File: src/rtl/scc_run_ctrl.sv
// Run controller for one or more SCC cores: reset sequencing, clock enables, cycle budget, halt/error status.
// Optional feature macro: SCC_RUN_CTRL_ERR_STOP_EN (a core error ends the run).
module scc_run_ctrl #(
  parameter int NUM_CORES  = 1,
  parameter int ERR_W      = 2,
  parameter int CYC_W      = 32,
  parameter int RST_CYCLES = 3
) (
  input  logic                       clk_i,
  input  logic                       rst_i,
  input  logic                       start_i,
  input  logic [CYC_W-1:0]           cycle_limit_i,
  input  logic [NUM_CORES-1:0]       halt_f_i,
  input  logic [NUM_CORES*ERR_W-1:0] err_bits_i,
  output logic                       core_rst_o,
  output logic [NUM_CORES-1:0]       core_clk_en_o,
  output logic                       busy_o,
  output logic                       done_o,
  output logic                       timeout_o,
  output logic                       err_stop_o,
  output logic [NUM_CORES-1:0]       halt_mask_o,
  output logic [NUM_CORES*ERR_W-1:0] err_latched_o,
  output logic [CYC_W-1:0]           cycle_count_o
);

  localparam int RC_W = (RST_CYCLES < 2) ? 1 : $clog2(RST_CYCLES);
  localparam logic [RC_W-1:0] RC_LOAD = RC_W'(RST_CYCLES - 1);

  typedef enum logic [1:0] {
    ST_IDLE  = 2'd0,
    ST_RESET = 2'd1,
    ST_RUN   = 2'd2,
    ST_DONE  = 2'd3
  } state_e;

  state_e                     state_q, state_d;
  logic [RC_W-1:0]            rst_cnt_q, rst_cnt_d;
  logic [CYC_W-1:0]           limit_q, limit_d;
  logic                       core_rst_q, core_rst_d;
  logic [NUM_CORES-1:0]       core_clk_en_q, core_clk_en_d;
  logic                       busy_q, busy_d;
  logic                       done_q, done_d;
  logic                       timeout_q, timeout_d;
  logic                       err_stop_q, err_stop_d;
  logic [NUM_CORES-1:0]       halt_mask_q, halt_mask_d;
  logic [NUM_CORES*ERR_W-1:0] err_latched_q, err_latched_d;
  logic [CYC_W-1:0]           cycle_count_q, cycle_count_d;

  logic                       all_halted_s;
  logic                       limit_hit_s;
  logic                       err_hit_s;
  logic [NUM_CORES-1:0]       halt_next_s;

  function automatic logic [CYC_W-1:0] sat_inc(input logic [CYC_W-1:0] v);
    if (v == {CYC_W{1'b1}}) begin
      return v;
    end else begin
      return v + {{(CYC_W-1){1'b0}}, 1'b1};
    end
  endfunction

`ifdef SCC_RUN_CTRL_ERR_STOP_EN
  assign err_hit_s = |err_bits_i;
`else
  assign err_hit_s = 1'b0;
`endif

  // Exit conditions only look at registered status, so each ends the run one edge after it is recorded.
  assign all_halted_s = &halt_mask_q;
  assign limit_hit_s  = (limit_q != {CYC_W{1'b0}}) && (cycle_count_q == limit_q);
  assign halt_next_s  = halt_mask_q | halt_f_i;

  always_comb begin
    state_d       = state_q;
    rst_cnt_d     = rst_cnt_q;
    limit_d       = limit_q;
    core_rst_d    = core_rst_q;
    core_clk_en_d = core_clk_en_q;
    busy_d        = busy_q;
    done_d        = done_q;
    timeout_d     = timeout_q;
    err_stop_d    = err_stop_q;
    halt_mask_d   = halt_mask_q;
    err_latched_d = err_latched_q;
    cycle_count_d = cycle_count_q;

    case (state_q)
      ST_IDLE, ST_DONE: begin
        if (start_i) begin
          state_d       = ST_RESET;
          rst_cnt_d     = RC_LOAD;
          limit_d       = cycle_limit_i;
          core_rst_d    = 1'b1;
          core_clk_en_d = {NUM_CORES{1'b1}};
          busy_d        = 1'b1;
          done_d        = 1'b0;
          timeout_d     = 1'b0;
          err_stop_d    = 1'b0;
          halt_mask_d   = {NUM_CORES{1'b0}};
          err_latched_d = {(NUM_CORES*ERR_W){1'b0}};
          cycle_count_d = {CYC_W{1'b0}};
        end else begin
          state_d = state_q;
        end
      end

      ST_RESET: begin
        if (rst_cnt_q == {RC_W{1'b0}}) begin
          state_d    = ST_RUN;
          core_rst_d = 1'b0;
        end else begin
          rst_cnt_d = rst_cnt_q - {{(RC_W-1){1'b0}}, 1'b1};
        end
      end

      ST_RUN: begin
        if (err_stop_q || all_halted_s || limit_hit_s) begin
          state_d       = ST_DONE;
          core_rst_d    = 1'b0;
          core_clk_en_d = {NUM_CORES{1'b0}};
          busy_d        = 1'b0;
          done_d        = 1'b1;
          // Priority: error, then halt, then budget.
          timeout_d     = !err_stop_q && !all_halted_s;
        end else begin
          halt_mask_d   = halt_next_s;
          err_latched_d = err_latched_q | err_bits_i;
          cycle_count_d = sat_inc(cycle_count_q);
          if (err_hit_s) begin
            err_stop_d    = 1'b1;
            core_clk_en_d = {NUM_CORES{1'b0}};
          end else begin
            core_clk_en_d = ~halt_next_s;
          end
        end
      end

      default: begin
        state_d       = ST_IDLE;
        core_rst_d    = 1'b1;
        core_clk_en_d = {NUM_CORES{1'b0}};
        busy_d        = 1'b0;
        done_d        = 1'b0;
      end
    endcase
  end

  always_ff @(posedge clk_i or posedge rst_i) begin
    if (rst_i) begin
      state_q       <= ST_IDLE;
      rst_cnt_q     <= {RC_W{1'b0}};
      limit_q       <= {CYC_W{1'b0}};
      core_rst_q    <= 1'b1;
      core_clk_en_q <= {NUM_CORES{1'b0}};
      busy_q        <= 1'b0;
      done_q        <= 1'b0;
      timeout_q     <= 1'b0;
      err_stop_q    <= 1'b0;
      halt_mask_q   <= {NUM_CORES{1'b0}};
      err_latched_q <= {(NUM_CORES*ERR_W){1'b0}};
      cycle_count_q <= {CYC_W{1'b0}};
    end else begin
      state_q       <= state_d;
      rst_cnt_q     <= rst_cnt_d;
      limit_q       <= limit_d;
      core_rst_q    <= core_rst_d;
      core_clk_en_q <= core_clk_en_d;
      busy_q        <= busy_d;
      done_q        <= done_d;
      timeout_q     <= timeout_d;
      err_stop_q    <= err_stop_d;
      halt_mask_q   <= halt_mask_d;
      err_latched_q <= err_latched_d;
      cycle_count_q <= cycle_count_d;
    end
  end

  assign core_rst_o    = core_rst_q;
  assign core_clk_en_o = core_clk_en_q;
  assign busy_o        = busy_q;
  assign done_o        = done_q;
  assign timeout_o     = timeout_q;
  assign err_stop_o    = err_stop_q;
  assign halt_mask_o   = halt_mask_q;
  assign err_latched_o = err_latched_q;
  assign cycle_count_o = cycle_count_q;

endmodule

File: config.mk
export PLATFORM = sky130hd
export DESIGN_NAME = scc_run_ctrl
export DESIGN_NICKNAME = d
export VERILOG_FILES = /design/src/rtl/scc_run_ctrl.sv
export SDC_FILE = /design/constraint.sdc
export NUM_CORES = 1
export LEC_CHECK = 0
export BUFFER_PORTS_ARGS = -buffer_cell sky130_fd_sc_hd__buf_2
export CORE_ASPECT_RATIO = 1.4
export CORE_MARGIN = 4
export CORE_UTILIZATION = 57
export CTS_CLUSTER_SIZE = 8
export DETAILED_ROUTE_END_ITERATION = 7
export GPL_ROUTABILITY_DRIVEN = 0
export PLACE_DENSITY = 0.87
export SETUP_SLACK_MARGIN = 0.2
export SYNTH_ARGS = -nofsm -noshare
export SYNTH_HDL_FRONTEND = slang
export SYNTH_SLANG_ARGS = --single-unit
File: constraint.sdc
create_clock -name clk_i -period 3.02 [get_ports clk_i]
set_input_delay 0.302 -clock clk_i [delete_from_list [all_inputs] [get_ports clk_i]]
set_output_delay 0.302 -clock clk_i [all_outputs]
set_load 0.01 [all_outputs]
==> results of run 1 <==
## power by group
| part | switching (mW) | internal [mW] |
|---|---|---|
| Combinational | 1.15 | 0.830 |
| Clock | 0.397 | 0.657 |
| Sequential | 0.329 | 1.33 |
## synth_stat cells, drive strengths merged, types with 2 or more instances
library cell   n
o211ai         6
nand3         15
nand4         20
o311ai         3
nand2         53
a22o           2
o31a           2
o21ai         10
nor2          19
ha             5
a31oi         14
dfrtp         75
xor2          32
or2            2
a41o           3
o31ai          2
or4            2
and4          14
nand4b         2
mux2          32
clkbuf        10
nand3b         2
inv            8
nor2b          8
nand2b         6
a41oi          4
nor3b          5
buf           27
and3          15
a221o          5
a211o          6
a21o           5
o22ai          2
a21oi         17
nor4          20
and2           6
and4b          2
nor3          15
## worst max path at each step
stage,to,slack [ns],cells past startpoint
floorplan,busy_o$_DFFE_PP0P_,0.78,1
global placement,err_latched_o[0]$_DFFE_PP0P_,0.55,6
detailed placement,err_latched_o[1]$_DFFE_PP0P_,0.35,6
CTS,err_latched_o[1]$_DFFE_PP0P_,0.35,6
global route,err_latched_o[1]$_DFFE_PP0P_,0.22,6
finish,err_latched_o[1]$_DFFE_PP0P_,0.25,6
## cells by family after synthesis
| kind of cell | count (synthesis) | share of synthesized area, % |
|---|---|---|
| DFF | 76 | 40.2 |
| AOI/OAI and AO/OA | 90 | 14.0 |
| and+or+nand+nor | 208 | 25.5 |
| muxes | 33 | 7.83 |
| other | 1 | 0.0793 |
| xor gates and xnor gates | 32 | 5.93 |
| buffers and inverters | 45 | 5.05 |
| adders and majority gates | 5 | 1.32 |
## registers in the layout, indices dropped and copies added (netlist names), 2 cells and up
| signal | flops |
|---|---|
| state_q | 2 |
| limit_q | 32 |
| cycle_count_o | 32 |
| err_latched_o | 2 |
| rst_cnt_q | 2 |
## layout make-up
class	count	share of cell area, %
timing repair buffer	87	9.17
multi-input combinational	369	47.6
sequential	76	35.0
clock inverter	2	0.645
inverter	8	0.553
tap	102	2.35
clock buffer	13	4.61
## cells in the final DEF (no fill, tap or decap), types with 16 or more instances in the layout
master,count
nor2_1,19
dfrtp_1,75
xor2_1,32
nor4_1,16
mux2_2,32
a21oi_1,17
nand2_1,53
buf_2,77
nand4_1,18
## metrics by stage
step	utilization (%)	setup slack [ns]	instances	hold WS (ns)	cell area, sq um
floorplan	-	0.781	490	0.436	4730
global placement	63.2	0.555	642	0.457	5150
detailed placement	63.2	0.350	642	0.482	5150
CTS	66.7	0.355	657	0.191	5430
global route	66.7	0.219	657	0.191	5430
finish	66.7	0.253	657	0.195	5430
## per-layer routing
| metal | wire length (um) | track usage, % | part of all wire [%] |
|---|---|---|---|
| met2 | 6680 | 45.7 | 50 |
| met4 | 653 | 15.9 | 4.9 |
| met1 | 4940 | 33.2 | 37 |
| met5 | 0 | 0 | 0 |
| met3 | 1190 | 5.90 | 8.8 |
==> results_dict.tcl, run 1 <==
set metrics [dict create \
    num_vias 4413 \
    skew_ns 0.00736 \
    drive_gt1_share_pct 27.6 \
    worst_path_max_delay_cell "nor4_1" \
    ir_drop_mv 0.677 \
    cts_root_buffer "clkbuf_16" \
    clk_pin_slew_ns 0.06 \
    wl_um 13500 \
    placementRows 39 \
    clock-sinks 76 \
    syn_inst 490 \
    grt_overflow_total 0 \
    clock_latency_ns 0.34 \
    grt_max_degree 56 \
    finalSetupViolCount 0 \
    synth_cell_types 67 \
    synthesis.nets 533 \
    fillers 625 \
    dieWidth_um 85.0 \
    firstDrtPassIters 6 \
    whs_path_depth 2 \
    ys_ff_latch 76 \
    worstSetupPathType "reg2reg" \
    path_max_fanout 17 \
    synth_ff_type "dfrtp_1" \
    initial_core_util_pct 58.0 \
    io_buffers 77 \
    r2r_cells 6 \
    routedWlPerCell_um 20.5 \
    crit_required_ns 3.22 \
    path_cells "xor2_1, nor4_1, and4_2, nand3_2, a21oi_1, o21ai_0" \
    p_leak_nw 2.53 \
    holdBufCountCts 0 \
    antenna_cells 0 \
    slew_violations 0 \
    fmax_ghz 0.361 \
    start_kind "register" \
    async_flop_share_pct 100 \
    r2r_end "err_latched_o[1]$_DFFE_PP0P_" \
    cap_viol_max_count 0 \
    syn_to_final_growth_pct 14.8 \
    synth_area_leaders "dfrtp_1 (40%), mux2_2 (7.6%), xor2_1 (5.9%)" \
    crit_start "cycle_count_o[9]$_DFFE_PP0P_" \
    reg2reg_from "cycle_count_o[9]$_DFFE_PP0P_" \
    ctsHtreeMaxLevel 3 \
    vias_per_cell 6.72 \
    ant_nets 0 \
    core_area_sq_um 8150 \
    grt_pass1_wl_um 21300 \
    multiInputGateArea_sq_um 2590 \
    r2r_slack_ns 0.25 \
    seqCellArea_sq_um 1900 \
    num_io_pins 79 \
    p_per_area_nw_per_um2 864 \
    maxSlewHeadroom_pct 32.4 \
    crit_arrival_ns 2.97 \
    critPathTopFamily "simple AND/OR/NAND/NOR gates" \
    grt_usage_pct 27.6 \
    p_total_mw 4.70 \
    setup-tns-final_ns 0 \
    dp_hpwl_um 9510 \
    postCtsResizedCells 0 \
    yosys.area.top_type "dfrtp_1" \
    post-route-period-util_pct 91.6 \
    finalCriticalPeriod_ns 2.77 \
    ys_seq_area_share_pct 40.2 \
    rsz0062_at_grt "no" \
    syn-mean-instance-area_sq_um 9.65 \
    synth_edf_count 0 \
    synthesis.area_sq_um 4730 \
    cts_setup_buffers 0 \
    finalNetCount 594 \
    drc 0 \
    drtIter0Drc 645 \
    cts_buffers 9 \
    status "finished, final reports clean" \
    end_kind "register" \
    critPathBufInv 0 \
    hold_violations 0 \
    hold-path-endpoint "limit_q[30]$_DFFE_PP0P_" \
    tritoncts "done" \
    holdCritStartpoint "cycle_limit_i[30]" \
    yosysWarnings 0 \
    hp-class "in2reg" \
    dieArea_sq_um 9840 \
    worst_slew_pin_slew_ns 1.01 \
    fp.dieH_um 116 \
    cts_max_path_buffers 2 \
    antenna_found_initial 0 \
    grt_pass1_vias 4197 \
    cp_slowest_stage_delay_ns 0.62 \
    synth_top_area_share_pct 39.7 \
]
(Power assumes the default switching activity.)
==> inputs of run 2 (changes only) <==
--- a/config.mk
+++ b/config.mk
@@ -5,6 +5,7 @@
 export SDC_FILE = /design/constraint.sdc
 export NUM_CORES = 1
 export LEC_CHECK = 0
+export ABC_AREA = 1
 export BUFFER_PORTS_ARGS = -buffer_cell sky130_fd_sc_hd__buf_2
 export CORE_ASPECT_RATIO = 1.4
 export CORE_MARGIN = 4
@@ -12,6 +13,7 @@
 export CTS_CLUSTER_SIZE = 8
 export DETAILED_ROUTE_END_ITERATION = 7
 export GPL_ROUTABILITY_DRIVEN = 0
+export GPL_TIMING_DRIVEN = 0
 export PLACE_DENSITY = 0.87
 export SETUP_SLACK_MARGIN = 0.2
 export SYNTH_ARGS = -nofsm -noshare
==> run 2 against run 1 <==
Power down 4.1%. Cell count up 35%. Global-route usage up 2.9 points. Die area up 0.21%. Core utilization up 1.7 points. Clock skew down 0.00095 ns. Critical path type unchanged.
==> results_dict.tcl, run 2 <==
set metrics [dict create \
    whs_path_depth 3 \
    async_flop_share_pct 100 \
    ctsHtreeMaxLevel 3 \
    synth_ff_type "dfrtp_1" \
    seqCellArea_sq_um 1900 \
    start_kind "register" \
    dieWidth_um 85.1 \
    maxSlewHeadroom_pct 62.7 \
    vias_per_cell 5.69 \
    antenna_cells 0 \
    finalNetCount 827 \
    finalSetupViolCount 0 \
    reg2reg_from "state_q[0]$_DFFE_PP0P_" \
    ir_drop_mv 0.558 \
    postCtsResizedCells 0 \
    grt_pass1_wl_um 23600 \
    ys_ff_latch 76 \
    yosysMostFrequentCell "nand2_1" \
    syn_inst 694 \
    synth_cell_types 31 \
    p_per_area_nw_per_um2 808 \
    post-route-period-util_pct 77.2 \
    worst_slew_pin_slew_ns 0.559 \
    dieArea_sq_um 9860 \
    cts_root_buffer "clkbuf_16" \
    path_common_cell "nand2_1" \
    final_cell_mix "nand2_1 (276), buf_2 (83), dfrtp_1 (75)" \
    critPathBufInv 4 \
    hold_slack_ns 0.155 \
    synthesis.nets 737 \
    path_depth 9 \
    final_common_cell "nand2_1" \
    critPathTopFamily "buffers and inverters" \
    yosysWarnings 0 \
    syn_to_final_growth_pct 17.5 \
    hold_violations 0 \
    yosys.area.top_type "dfrtp_1" \
    grt_max_degree 45 \
    final_cells 890 \
    clk_pin_slew_ns 0.06 \
    crit_required_ns 3.24 \
    status "finished, final reports clean" \
    syn-mean-instance-area_sq_um 6.83 \
    multiInputGateArea_sq_um 2440 \
    yosys-top-cells-count "nand2_1 (276), dfrtp_1 (75), nor2_1 (69)" \
    ant_nets 0 \
    routedWlPerCell_um 16.1 \
    tritoncts "done" \
    r2r_slack_ns 0.69 \
    rsz0062_at_grt "no" \
    holdCritStartpoint "cycle_limit_i[15]" \
    p_total_mw 4.50 \
    wl_um 14300 \
    p_leak_nw 2.82 \
    dp_cells 874 \
    io_buffers 77 \
    grt_usage_pct 30.5 \
    hp-class "in2reg" \
    synthesis.area_sq_um 4740 \
    clock_latency_ns 0.34 \
    antenna_found_initial 0 \
    drc 0 \
    crit_start "state_q[0]$_DFFE_PP0P_" \
    finalCriticalPeriod_ns 2.33 \
    placementRows 39 \
    num_io_pins 79 \
    synth_area_leaders "dfrtp_1 (40%), nand2_1 (22%), nand4_1 (5.7%)" \
    cap_viol_max_count 0 \
    core_area_sq_um 8150 \
    hold-path-endpoint "limit_q[15]$_DFFE_PP0P_" \
    cts_setup_buffers 0 \
    dp_hpwl_um 10500 \
    fp.dieH_um 116 \
    end_kind "register" \
    drive_gt1_share_pct 14.6 \
    fmax_ghz 0.429 \
    firstDrtPassIters 5 \
    ys_seq_area_share_pct 40.1 \
    cts_buffers 9 \
    slew_violations 0 \
    grt_pass1_vias 5029 \
    skew_ns 0.00641 \
    worst_path_max_delay_cell "dfrtp_1" \
    initial_core_util_pct 58.2 \
    worstSetupPathType "reg2reg" \
    r2r_cells 9 \
    path_cells "inv_1, ha_1, nand2_1, inv_2, a21oi_1, clkinv_1, clkbuf_1, nand4_1, nand2_1" \
    cp_slowest_stage_delay_ns 0.39 \
    path_max_fanout 10 \
    fillers 677 \
    cts_max_path_buffers 2 \
    grt_overflow_total 0 \
    drtIter0Drc 502 \
    synth_edf_count 0 \
    crit_arrival_ns 2.55 \
    num_vias 5063 \
    clock-sinks 76 \
    r2r_end "cycle_count_o[27]$_DFFE_PP0P_" \
    synth_top_area_share_pct 39.6 \
]
-- run 2: cell families after synthesis --
kind of cell	synth area share (%)
xor gates and xnor gates	5.73
buffers and inverters	8.37
DFF	40.1
adders and majority gates	1.32
AOI/OAI and AO/OA	4.22
other	0.0791
and+or+nand+nor	40.1
-- run 2: stage by stage --
| step | setup TNS, ns | instance area [sq um] | utilization (%) | worst slack, ns |
|---|---|---|---|---|
| 2_1_floorplan | 0 | 4740 | - | 0.781 |
| 3_3_place_gp | -2.67 | 5250 | 64.5 | -0.0410 |
| 3_5_place_dp | 0 | 5280 | 64.7 | 0.772 |
| 4_1_cts | 0 | 5570 | 68.4 | 0.727 |
| 5_1_grt | 0 | 5570 | 68.4 | 0.493 |
| 6_report | 0 | 5570 | 68.4 | 0.689 |
-- run 2: final cells by class --
type | count | share of cell area [%]
Clock inverter | 2 | 0.629
Buffer | 28 | 2.54
Timing Repair Buffer | 79 | 7.46
Clock buffer | 13 | 4.49
Sequential cell | 76 | 34.2
Inverter | 68 | 4.63
Multi-Input combinational cell | 522 | 43.8
Tap cell | 102 | 2.29
-- run 2: worst max path at each step --
stage | slack (ns) | to
floorplan | 0.78 | busy_o$_DFFE_PP0P_
global placement | -0.04 | cycle_count_o[30]$_DFFE_PP0P_
detailed placement | 0.77 | cycle_count_o[31]$_DFFE_PP0P_
CTS | 0.73 | cycle_count_o[27]$_DFFE_PP0P_
global route | 0.49 | cycle_count_o[27]$_DFFE_PP0P_
finish | 0.69 | cycle_count_o[27]$_DFFE_PP0P_
-- run 2: power by group --
part	internal, mW	switching, mW
registers	1.33	0.277
clock network	0.657	0.393
logic	0.628	1.22
-- run 2: worst register-to-register path: cells and delay by family (launching register included) --
family                     cells  cell delay [ns]
AOI/OAI and AO/OA              1             0.21
adders and majority gates      1             0.32
buffers and inverters          4             0.87
DFF                            1             0.39
and+or+nand+nor                3             0.42
-- run 2: repair_timing --
action	4_1_cts	5_1_grt
hold endpoints to repair	32	0
endpoints found under the setup margin	0	0
hold buffers	1	0
-- run 2: layer usage --
layer / GRT usage [%] / routed length (um) / part of all wire [%]
met1: 34.1 / 5080 / 35
met3: 7.04 / 1180 / 8.2
met4: 17.6 / 836 / 5.8
met5: 0 / 0 / 0
met2: 52.9 / 7240 / 51
==> inputs of run 3 (changes only) <==
==> constraint.sdc (replaced) <==
create_clock -name clk_i -period 2.3 [get_ports clk_i]
set_input_delay 0.23 -clock clk_i [delete_from_list [all_inputs] [get_ports clk_i]]
set_output_delay 0.23 -clock clk_i [all_outputs]
set_load 0.01 [all_outputs]
==> run 3 against run 2 <==
Routed wire length increased by 5.9%. Worst setup slack got worse by 0.47 ns. Critical path depth grew 4. Cell count rose by 2.1%. Fmax up 12%. First-iteration DRC count up 26%. Non-clock buffer count is 18 higher. Clock skew grew 0.00081 ns. Global-route usage is 0.83 points lower. Die area did not move. Flip-flop and latch count did not move. Critical path type unchanged.
==> results_dict.tcl, run 3 (synthesis gave the netlist of run 2 again) <==
set metrics [dict create \
    status "finished, final reports clean" \
    cap_viol_max_count 0 \
    dieArea_sq_um 9860 \
    initial_core_util_pct 58.2 \
    firstDrtPassIters 5 \
    num_io_pins 79 \
    dp_hpwl_um 10400 \
    rsz0062_at_grt "yes" \
    hold_slack_ns 0.0150 \
    final_common_cell "nand2_1" \
    finalSetupViolCount 0 \
    antenna_cells 0 \
    hp-class "in2async" \
    clock_latency_ns 0.34 \
    worst_path_max_delay_cell "dfrtp_1" \
    reg2reg_from "cycle_count_o[19]$_DFFE_PP0P_" \
    start_kind "register" \
    grt_max_degree 44 \
    io_buffers 77 \
    p_leak_nw 3.01 \
    finalCriticalPeriod_ns 2.08 \
    placed_area_sq_um 5280 \
    antenna_found_initial 0 \
    cts_max_path_buffers 2 \
    drive_gt1_share_pct 23.5 \
    crit_required_ns 2.57 \
    post-route-period-util_pct 90.5 \
    grt_pass1_wl_um 22900 \
    hold_violations 0 \
    ant_nets 0 \
    clock-sinks 76 \
    syn_to_final_growth_pct 26.2 \
    cp-endpoint "cycle_count_o[8]$_DFFE_PP0P_" \
    clk_pin_slew_ns 0.06 \
    fp.dieH_um 116 \
    fmax_ghz 0.481 \
    r2r_cells 13 \
    skew_ns 0.00722 \
    slew_violations 0 \
    ir_drop_mv 0.756 \
    ctsHtreeMaxLevel 3 \
    wl_um 15200 \
    dieWidth_um 85.1 \
    core_area_sq_um 8150 \
    p_per_area_nw_per_um2 1110 \
    path_common_cell "nand2_1" \
    setup_ws_ns 0.219 \
    path_max_fanout 7 \
    cts_buffers 9 \
    r2r_end "cycle_count_o[8]$_DFFE_PP0P_" \
    fillers 586 \
    drc 0 \
    final_cell_mix "nand2_1 (263), buf_2 (82), inv_1 (65)" \
    setup-tns-final_ns 0 \
    cts_root_buffer "clkbuf_16" \
    worstSetupPathType "reg2reg" \
    routedWlPerCell_um 16.7 \
    grt_pass1_vias 4932 \
    num_vias 5265 \
    placementRows 39 \
    r2r_slack_ns 0.22 \
    holdBufCountCts 0 \
    final_area_sq_um 5980 \
    path_cells "nand2_1, nand2_1, nand2_1, nor2_2, nand2_1, nor2_1, nand3_2, nand2_2, nand2_4, nand3_4, clkbuf_16, nand2_2, nand2_1" \
    maxSlewHeadroom_pct 49.9 \
    end_kind "register" \
    worst_slew_pin_slew_ns 0.749 \
    crit_start "cycle_count_o[19]$_DFFE_PP0P_" \
    cp_slowest_stage_delay_ns 0.57 \
    finalNetCount 845 \
    vias_per_cell 5.79 \
    grt_usage_pct 29.6 \
    tritoncts "done" \
    dp_slack_ns 0.00541 \
    crit_arrival_ns 2.35 \
    drtIter0Drc 634 \
    grt_overflow_total 0 \
]
-- run 3: worst min-delay path by stage --
stage | from | end | slack [ns] | depth (start not counted)
after global placement | cycle_limit_i[30] | limit_q[30]$_DFFE_PP0P_ | 0.43 | 3
final | rst_i | state_q[0]$_DFFE_PP0P_ | 0.01 | 2
after CTS | rst_i | limit_q[1]$_DFFE_PP0P_ | 0.03 | 2
after global routing | rst_i | state_q[0]$_DFFE_PP0P_ | 0.07 | 2
after floorplan | cycle_limit_i[0] | limit_q[0]$_DFFE_PP0P_ | 0.34 | 2
after detailed placement | rst_i | rst_cnt_q[0]$_DFFE_PP0P_ | 0.39 | 2
-- run 3: worst max-delay path: cells and delay by family, from the launching register on --
family                 cells  cell delay [ns]
and+or+nand+nor           12             1.24
DFF                        1             0.57
buffers and inverters      1             0.18
-- run 3: area by class of cell --
cell class / instances / area (sq um) / share of cell area [%]
Inverter: 68 / 262 / 4.37
Buffer: 28 / 165 / 2.76
Clock buffer: 9 / 225 / 3.76
Sequential cell: 76 / 1930 / 32.2
Timing Repair Buffer: 97 / 573 / 9.58
Clock inverter: 7 / 139 / 2.32
Multi-Input combinational cell: 522 / 2570 / 42.9
Tap cell: 102 / 128 / 2.13
-- run 3: metrics by stage --
| stage | cells | utilization, % | power (mW) |
|---|---|---|---|
| 2_1_floorplan | 694 | - | 3.76 |
| 3_3_place_gp | 873 | 64.5 | 4.34 |
| 3_5_place_dp | 874 | 64.8 | 4.45 |
| 4_1_cts | 892 | 69.9 | 6.30 |
| 5_1_grt | 909 | 73.4 | 7.07 |
| 6_report | 909 | 73.4 | 6.64 |
-- run 3: report_power, final --
| group | total, mW | internal [mW] | switching, mW |
|---|---|---|---|
| Sequential | 2.11 | 1.75 | 0.363 |
| Clock | 1.73 | 1.17 | 0.564 |
| Combinational | 2.80 | 1.04 | 1.77 |
| Total | 6.64 | 3.95 | 2.69 |
-- run 3: timing repair --
item	CTS	global route
endpoints found under the setup margin	36	39
gates resized for setup	16	57
gates cloned	0	2
pin swaps	2	18
setup buffers	2	15
-- run 3: metal layers --
layer  GRT usage (%)  routed length (um)
met5               0                   0
met4            20.5                1060
met3            6.76                1320
met1            32.3                5260
met2            50.8                7540
